--- src/rtl/sin_arg_scheduler.sv ---
// sin_arg_scheduler: range reduction front end for a sine unit.
// Accepts one single-precision angle, removes whole multiples of 2*pi with a
// shared external combinational adder, then folds the residue into [0, pi/2]
// and reports the quadrant, the original sign and an overflow flag.
module sin_arg_scheduler #(
  parameter int MAX_ITER = 16
) (
  input  logic        clk,
  input  logic        reset,
  input  logic        in_valid,
  output logic        in_ready,
  input  logic [31:0] in_data,
  output logic        out_valid,
  input  logic        out_ready,
  output logic [31:0] out_data,
  output logic [1:0]  out_quadrant,
  output logic        out_neg,
  output logic        out_overflow,
  output logic [31:0] add_a,
  output logic [31:0] add_b,
  output logic [4:0]  add_ctrl,
  input  logic [31:0] add_result
);

  localparam logic [31:0] HALF_PI       = 32'h3FC90FDB;
  localparam logic [31:0] PI            = 32'h40490FDB;
  localparam logic [31:0] THREE_HALF_PI = 32'h4096CBE4;
  localparam logic [31:0] TWO_PI        = 32'h40C90FDB;
  localparam logic [4:0]  CTRL_SUB      = 5'b10000;
  localparam logic [4:0]  CTRL_IDLE     = 5'b00000;

  localparam int          IW       = $clog2(MAX_ITER + 1);
  localparam logic [IW-1:0] ITER_MAX = IW'(MAX_ITER);

  typedef enum logic [1:0] {
    IDLE   = 2'd0,
    REDUCE = 2'd1,
    FOLD   = 2'd2,
    DONE   = 2'd3
  } state_t;

  state_t        state;
  logic [31:0]   mag;
  logic          neg;
  logic          overflow;
  logic [IW-1:0] iter;

  // Magnitude classification. mag always has bit 31 clear, so positive IEEE
  // values order the same way as their 31-bit integer encodings.
  logic       mag_special;
  logic       above_two_pi;
  logic       iter_left;
  logic [1:0] fold_q;
  logic       reduce_sub;
  logic       fold_sub;
  logic [31:0] sub_result;

  assign mag_special  = (mag[30:23] == 8'hFF);
  assign above_two_pi = (mag[30:0] > TWO_PI[30:0]);
  assign iter_left    = (iter < ITER_MAX);

  // The adder hands back a signed value; the folds and reductions here only
  // ever produce non-negative results, so the sign bit is dropped.
  assign sub_result = {1'b0, add_result[30:0]};

  // Quadrant of the reduced residue, upper limits inclusive.
  always_comb begin
    fold_q = 2'd3;
    if (mag[30:0] <= HALF_PI[30:0]) begin
      fold_q = 2'd0;
    end else if (mag[30:0] <= PI[30:0]) begin
      fold_q = 2'd1;
    end else if (mag[30:0] <= THREE_HALF_PI[30:0]) begin
      fold_q = 2'd2;
    end
  end

  assign reduce_sub = (state == REDUCE) && !mag_special && above_two_pi && iter_left;
  assign fold_sub   = (state == FOLD) && !overflow && (fold_q != 2'd0);

  // Adder operand mux: only one subtraction can be in flight per cycle, and
  // the bus is parked at zero whenever nothing is issued.
  always_comb begin
    add_a    = 32'h0;
    add_b    = 32'h0;
    add_ctrl = CTRL_IDLE;
    if (reduce_sub) begin
      add_a    = mag;
      add_b    = TWO_PI;
      add_ctrl = CTRL_SUB;
    end else if (fold_sub) begin
      add_ctrl = CTRL_SUB;
      case (fold_q)
        2'd1: begin
          add_a = PI;
          add_b = mag;
        end
        2'd2: begin
          add_a = mag;
          add_b = PI;
        end
        default: begin
          add_a = TWO_PI;
          add_b = mag;
        end
      endcase
    end
  end

  // Control FSM with registered handshake and result outputs.
  always_ff @(posedge clk or posedge reset) begin
    if (reset) begin
      state        <= IDLE;
      in_ready     <= 1'b0;
      out_valid    <= 1'b0;
      out_data     <= 32'h0;
      out_quadrant <= 2'd0;
      out_neg      <= 1'b0;
      out_overflow <= 1'b0;
      mag          <= 32'h0;
      neg          <= 1'b0;
      overflow     <= 1'b0;
      iter         <= '0;
    end else begin
      case (state)
        IDLE: begin
          if (in_valid && in_ready) begin
            mag      <= {1'b0, in_data[30:0]};
            neg      <= in_data[31];
            overflow <= 1'b0;
            iter     <= '0;
            in_ready <= 1'b0;
            state    <= REDUCE;
          end else begin
            // First edge after reset (or any idle edge) opens the input.
            in_ready <= 1'b1;
          end
        end

        REDUCE: begin
          if (mag_special) begin
            // NaN or infinity cannot be reduced; pass it through untouched.
            overflow <= 1'b1;
            state    <= FOLD;
          end else if (above_two_pi) begin
            if (iter_left) begin
              mag  <= sub_result;
              iter <= iter + 1'b1;
            end else begin
              overflow <= 1'b1;
              state    <= FOLD;
            end
          end else begin
            state <= FOLD;
          end
        end

        FOLD: begin
          out_neg      <= neg;
          out_overflow <= overflow;
          out_valid    <= 1'b1;
          state        <= DONE;
          if (overflow) begin
            out_data     <= mag;
            out_quadrant <= 2'd0;
          end else begin
            out_quadrant <= fold_q;
            out_data     <= (fold_q == 2'd0) ? mag : sub_result;
          end
        end

        DONE: begin
          // Results hold until taken; the input reopens only afterwards so a
          // waiting producer never overlaps with an unconsumed result.
          if (out_ready) begin
            out_valid <= 1'b0;
            in_ready  <= 1'b1;
            state     <= IDLE;
          end
        end

        default: begin
          state <= IDLE;
        end
      endcase
    end
  end

endmodule

--- config.mk ---
export PLATFORM = sky130hd
export DESIGN_NAME = sin_arg_scheduler
export DESIGN_NICKNAME = d
export VERILOG_FILES = /design/src/rtl/sin_arg_scheduler.sv
export SDC_FILE = /design/constraint.sdc
export NUM_CORES = 1
export LEC_CHECK = 0
export CELL_PAD_IN_SITES_DETAIL_PLACEMENT = 1
export CELL_PAD_IN_SITES_GLOBAL_PLACEMENT = 2
export CORE_MARGIN = 5
export CORE_UTILIZATION = 27
export CTS_CLUSTER_DIAMETER = 60
export CTS_CLUSTER_SIZE = 20
export DETAILED_ROUTE_END_ITERATION = 8
export PLACE_DENSITY_LB_ADDON = 0.1
export SLEW_MARGIN = 30
export SYNTH_ARGS = -nofsm -noshare
export SYNTH_HDL_FRONTEND = slang
export SYNTH_SLANG_ARGS = --single-unit
--- constraint.sdc ---
create_clock -name clk -period 3.45 [get_ports clk]
set_input_delay 0.8625 -clock clk [delete_from_list [all_inputs] [get_ports clk]]
set_output_delay 0.8625 -clock clk [all_outputs]
set_load 0.1 [all_outputs]
=== Yosys cells after proc, flatten, opt, wreduce, memory -nomap -nowiden ===
Index checks and enable logic that the tools add are counted.

* Input port bits: 68
* Register bits after elaboration: 79
* Output and inout bits: 107

* Reduce and logical (&&, ||, !) cells: 20
* Muxes and demuxes: 40
* $add $sub $neg: 1
* Magnitude comparators: 5
* Equality and inequality tests: 14

{| class="wikitable"
|+ Operators with widths
! cell !! count
|-
| two-way mux 32 bit || 11
|-
| one-hot mux 32 bit (2 select lines) || 2
|-
| less-or-equal comparator 31 bit (second input constant) || 2
|-
| > comparator 31 bit (second input constant) || 1
|-
| less-or-equal comparator 31 x 30 -> 1 bit (second input constant) || 1
|-
| two-way mux 5 bit || 6
|-
| two-way mux 2 bit || 8
|-
| inequality test 2 bit (second input constant) || 5
|-
| one-hot mux 5 bit (2 select lines) || 1
|-
| == test 8 bit (second input constant) || 1
|-
| two-way mux 1 bit || 8
|-
| one-hot mux 2 bit (4 select lines) || 1
|-
| nonzero test 2 bit || 4
|-
| == test 2 bit (second input constant) || 3
|-
| logical AND 1 bit || 6
|-
| inequality test 3 bit (second input constant) || 2
|-
| one-hot mux 1 bit (2 select lines) || 3
|-
| AND reduction 2 bit || 3
|-
| adder 5 x 1 -> 5 bit (second input constant) || 1
|-
| less-than comparator 5 bit (second input constant) || 1
|-
| AND reduction 5 bit || 1
|-
| == test 2 x 1 -> 1 bit (second input constant) || 2
|-
| zero test 2 bit || 2
|-
| inequality test 4 bit (second input constant) || 1
|-
| other kinds (3) || 4
|}

=== Longest topological paths before layout ===
* Word-level depth: 8
* Depth in mapped cells: 9
* Gate-level depth less buffers: 7

=== Worst setup path after synthesis ===
Ideal clock, no wire load.

* Path kind: flip-flop to output port
* From: register mag[17]
* To: output add_a[2]
* Stages on the path, launching flop included: 9
* Path buffers: 2
* Arrival time: 4.218 ns
* Path slack: -1.631 ns
* Cells stage by stage: dfrtp_1 -> buf_2 -> nor4_4 -> and4_4 -> a221oi_2 -> o32ai_4 -> buf_6 -> nand2_1 -> o31ai_1

* Cells in the longest elaborated chain, start to end: 8

{| class="wikitable"
|+ Ends and longest elaborated chain
! element !! RTL line !! source
|-
| from (decl) || 43 || <nowiki>logic [31:0] mag;</nowiki>
|-
| from (signal assigned) || 128 || <nowiki>mag <= {1'b0, in_data[30:0]};</nowiki>
|-
| from (signal assigned) || 147 || <nowiki>mag <= sub_result;</nowiki>
|-
| less-or-equal comparator 31 bit || 73 || <nowiki>end else if (mag[30:0] <= THREE_HALF_PI[30:0]) begin</nowiki>
|-
| two-way mux 1 bit || 73 ||
|-
| two-way mux 2 bit || 71 || <nowiki>end else if (mag[30:0] <= PI[30:0]) begin</nowiki>
|-
| two-way mux 2 bit || 69 || <nowiki>if (mag[30:0] <= HALF_PI[30:0]) begin</nowiki>
|-
| == test 2 bit, or another cell as far along || 93 || <nowiki>case (fold_q)</nowiki>
|-
| one-hot mux 32 bit (2 select lines) / logical AND 1 bit (equally long branches) || 93, 79 ||
|-
| two-way mux 32 bit || 91 || <nowiki>end else if (fold_sub) begin</nowiki>
|-
| two-way mux 32 bit (*) || 87 || <nowiki>if (reduce_sub) begin</nowiki>
|-
| to (decl) || 19 || <nowiki>output logic [31:0] add_a,</nowiki>
|}

Every way passes the cells marked *; elsewhere a longest branch is shown, timed or not.

=== Worst setup path in the final report ===
* From: register mag[22]
* To: output add_b[28]

* Cells in the longest elaborated chain, start to end: 8

{| class="wikitable"
|+ Ends and longest elaborated chain
! element !! RTL line !! source
|-
| less-or-equal comparator 31 bit || 73 ||
|-
| two-way mux 1 bit || 73 ||
|-
| two-way mux 2 bit || 71 ||
|-
| two-way mux 2 bit || 69 ||
|-
| == test 2 bit / nonzero test 2 bit (equally long branches) || 93, 79 ||
|-
| two-way mux 32 bit / logical AND 1 bit (equally long branches) || 93, 79 ||
|-
| two-way mux 32 bit || 91 ||
|-
| two-way mux 32 bit (*) || 87 ||
|-
| to (decl) || 20 || <nowiki>output logic [31:0] add_b,</nowiki>
|}

Marks and branches as above.

==> results.yml <==
yosys:
  synth_top_flop_cell: "dfrtp_1"
  netlist_instances: 508
  ys_async_sr_fraction: 1.00
  netlist_area_um2: 4930
  ys_ff_latch: 77
  synth_edf_count: 0
  yosys.cell_types.count: 55
  postSynthAreaPerCell_um2: 9.70
  yosysSeqAreaShare: 0.391
  yosysWarnings: 0
job:
  cap_violations: 0
detailed_routing:
  remaining_drc_errors: 0
  ant_nets: 0
  wl_per_cell_um: 20.9
  vias_per_cell: 4.98
  drtIter0Drc: 177
  vias: 4787
  dr.pass1.iters: 4
  drt-total-wl_um: 20000
outcome:
  failed_checks: "setup timing"
  status: "complete, but fails checks"
finish:
  layout_common_cells: "buf_4 (97), buf_12 (76), dfrtp_1 (73)"
  diodes: 0
  layout_commonest_cell: "buf_4"
  area_growth_pct: 87.6
  nets: 800
  regArea_um2: 1930
  drive_above_1_share: 0.460
  nFillCells: 1858
  multi_input_area_um2: 3520
sta:
  finalClockSkew_ns: 0.00651
  worst_pin_slew_ns: 0.645
  finalHoldViolCount: 0
  setup_viol: 62
  finalMaxSlewViolations: 0
  setup_tns_ns: -8.26
  fin_crit_ns: 3.65
  fmax_mhz: 274
  fin_crit_sh: 1.06
  slew_headroom: 0.570
  rsz0062_at_grt: "yes"
  setup_ws_ns: -0.200
clock_network:
  clk_latency_ns: 0.34
  clk_pin_slew_ns: 0.06
  ctsHtreeMaxLevel: 3
  cts_sinks: 77
  cts-buffers-inserted: 9
  tritoncts: "yes"
  cts-root-buf: "clkbuf_16"
  clockBufferDepth: 2
worst_setup_path:
  crit_buf_inv: 3
  critPathLaunchType: "flop"
  critPathRequiredTime_ns: 2.59
  cp_cell_sequence: "and4b_1 -> and4_4 -> a221o_1 -> buf_6 -> a21oi_4 -> nand3_4 -> buf_12 -> nor3b_4 -> buf_12"
  worstPathArrival_ns: 2.79
  end_kind: "output port"
  cp_slowest_cell: "dfrtp_1"
  critPathKind: "flop to output port"
  crit_top_cell: "buf_12"
  critPathTopFamily: "simple AND/OR/NAND/NOR gates"
  critPathMaxFanout: 8
  critPathMaxStageDelay_ns: 0.42
floorplanning:
  num_rows: 49
  core_area_um2: 18000
  start_util: 0.274
  io_pins: 175
  die_h_um: 145
  chipWidth_um: 145
  dieArea_um2: 21000
grt:
  grt_pass1_wl_um: 32100
  track_usage: 0.190
  antenna_found_initial: 0
  grt.overflow.total: 0
  grt_max_degree: 48
  grt_pass1_vias: 5566
placement:
  place_congestion: 0.788
  numPortBuffers: 166
  dp_hpwl_um: 14500
min_path:
  hp-class: "flop to flop"
==> kinds of logic (layout without fill, tap and decap cells) <==
| group | count (synthesis) | in the layout | share of synthesized area |
|---|---|---|---|
| and+or+nand+nor | 143 | 143 | 0.162 |
| AOI/OAI and AO/OA | 111 | 111 | 0.152 |
| muxes | 99 | 99 | 0.210 |
| DFF | 77 | 77 | 0.391 |
| buffers and inverters | 72 | 290 | 0.0706 |
| adders and majority gates | 5 | 5 | 0.0127 |
| other | 1 | 7 | 0.000761 |
==> area by class of cell <==
cell class                 instances  share of cell area
clock inverter                     6             0.00934
timing repair buffer             249               0.333
multi-input combinational        365               0.381
sequential                        77               0.209
tap                              229              0.0310
inverter                          25              0.0110
clock buffer                      10              0.0259
==> cell usage after synthesis (5+ instances only) <==
| library cell | instances | area share |
|---|---|---|
| a211oi_1 | 12 | 0.018 |
| a211oi_2 | 5 | 0.013 |
| a21oi_1 | 38 | 0.039 |
| a31oi_1 | 15 | 0.019 |
| and2_1 | 9 | 0.011 |
| buf_2 | 17 | 0.017 |
| buf_4 | 9 | 0.014 |
| clkbuf_1 | 17 | 0.013 |
| dfrtp_1 | 77 | 0.39 |
| ha_1 | 5 | 0.013 |
| inv_1 | 25 | 0.019 |
| mux2_2 | 34 | 0.078 |
| mux2i_1 | 64 | 0.13 |
| nand2_1 | 21 | 0.016 |
| nand3_1 | 21 | 0.021 |
| nand4_1 | 5 | 0.0064 |
| nor2_1 | 48 | 0.037 |
| nor3_1 | 5 | 0.0051 |
| nor3b_1 | 7 | 0.011 |
| nor3b_2 | 9 | 0.023 |
| o21ai_0 | 18 | 0.018 |
==> path summary, 6_finish.rpt <==
path	slack, ns	cells after the start	end	startpoint
worst max-delay path	-0.20	9	add_b[28]	mag[22]$_DFFE_PP0P_
worst min-delay path	0.50	1	iter[4]$_DFFE_PP0P_	iter[4]$_DFFE_PP0P_
worst max register to register	0.57	10	mag[5]$_DFFE_PP0P_	mag[22]$_DFFE_PP0P_
worst min register to register	0.50	1	iter[4]$_DFFE_PP0P_	iter[4]$_DFFE_PP0P_
max in group asynchronous	1.86	3	out_data[3]$_DFFE_PP0P_	reset
min in group asynchronous	0.90	2	out_data[17]$_DFFE_PP0P_	reset
==> timing repair <==
item                                    in CTS  in global routing
hold buffers                                 0                  0
pin swaps                                   26                  6
buffers inserted                            16                  5
gates cloned                                 3                  0
resized for setup                           37                 22
endpoints found under the setup margin      63                 63
==> flip-flops by register name, summed over array words and instances (netlist names), 2 cells and up <==
name,flops
iter,5
mag,31
out_quadrant,2
state,2
out_data,31
==> layer usage <==
metal,wire length (µm),vias up,track usage
met1,8600,2389,0.236
met2,10100,124,0.325
met4,355,0,0.0532
met3,988,21,0.0505
li1,-,2253,-
met5,0,-,0
==> stage by stage <==
stage	std cells	utilization	area [µm²]	hold WS, ns	worst slack [ns]
2_1_floorplan	514	-	5650	0.454	-0.304
3_3_place_gp	921	0.469	8430	0.479	-0.0685
3_5_place_dp	921	0.469	8430	0.485	-0.204
4_1_cts	956	0.508	9130	0.501	-0.212
5_1_grt	961	0.515	9240	0.527	-0.316
6_report	961	0.515	9240	0.497	-0.200
Power is not shown: default switching activity piles up to over one toggle a cycle in this logic, so the estimate is an artifact.
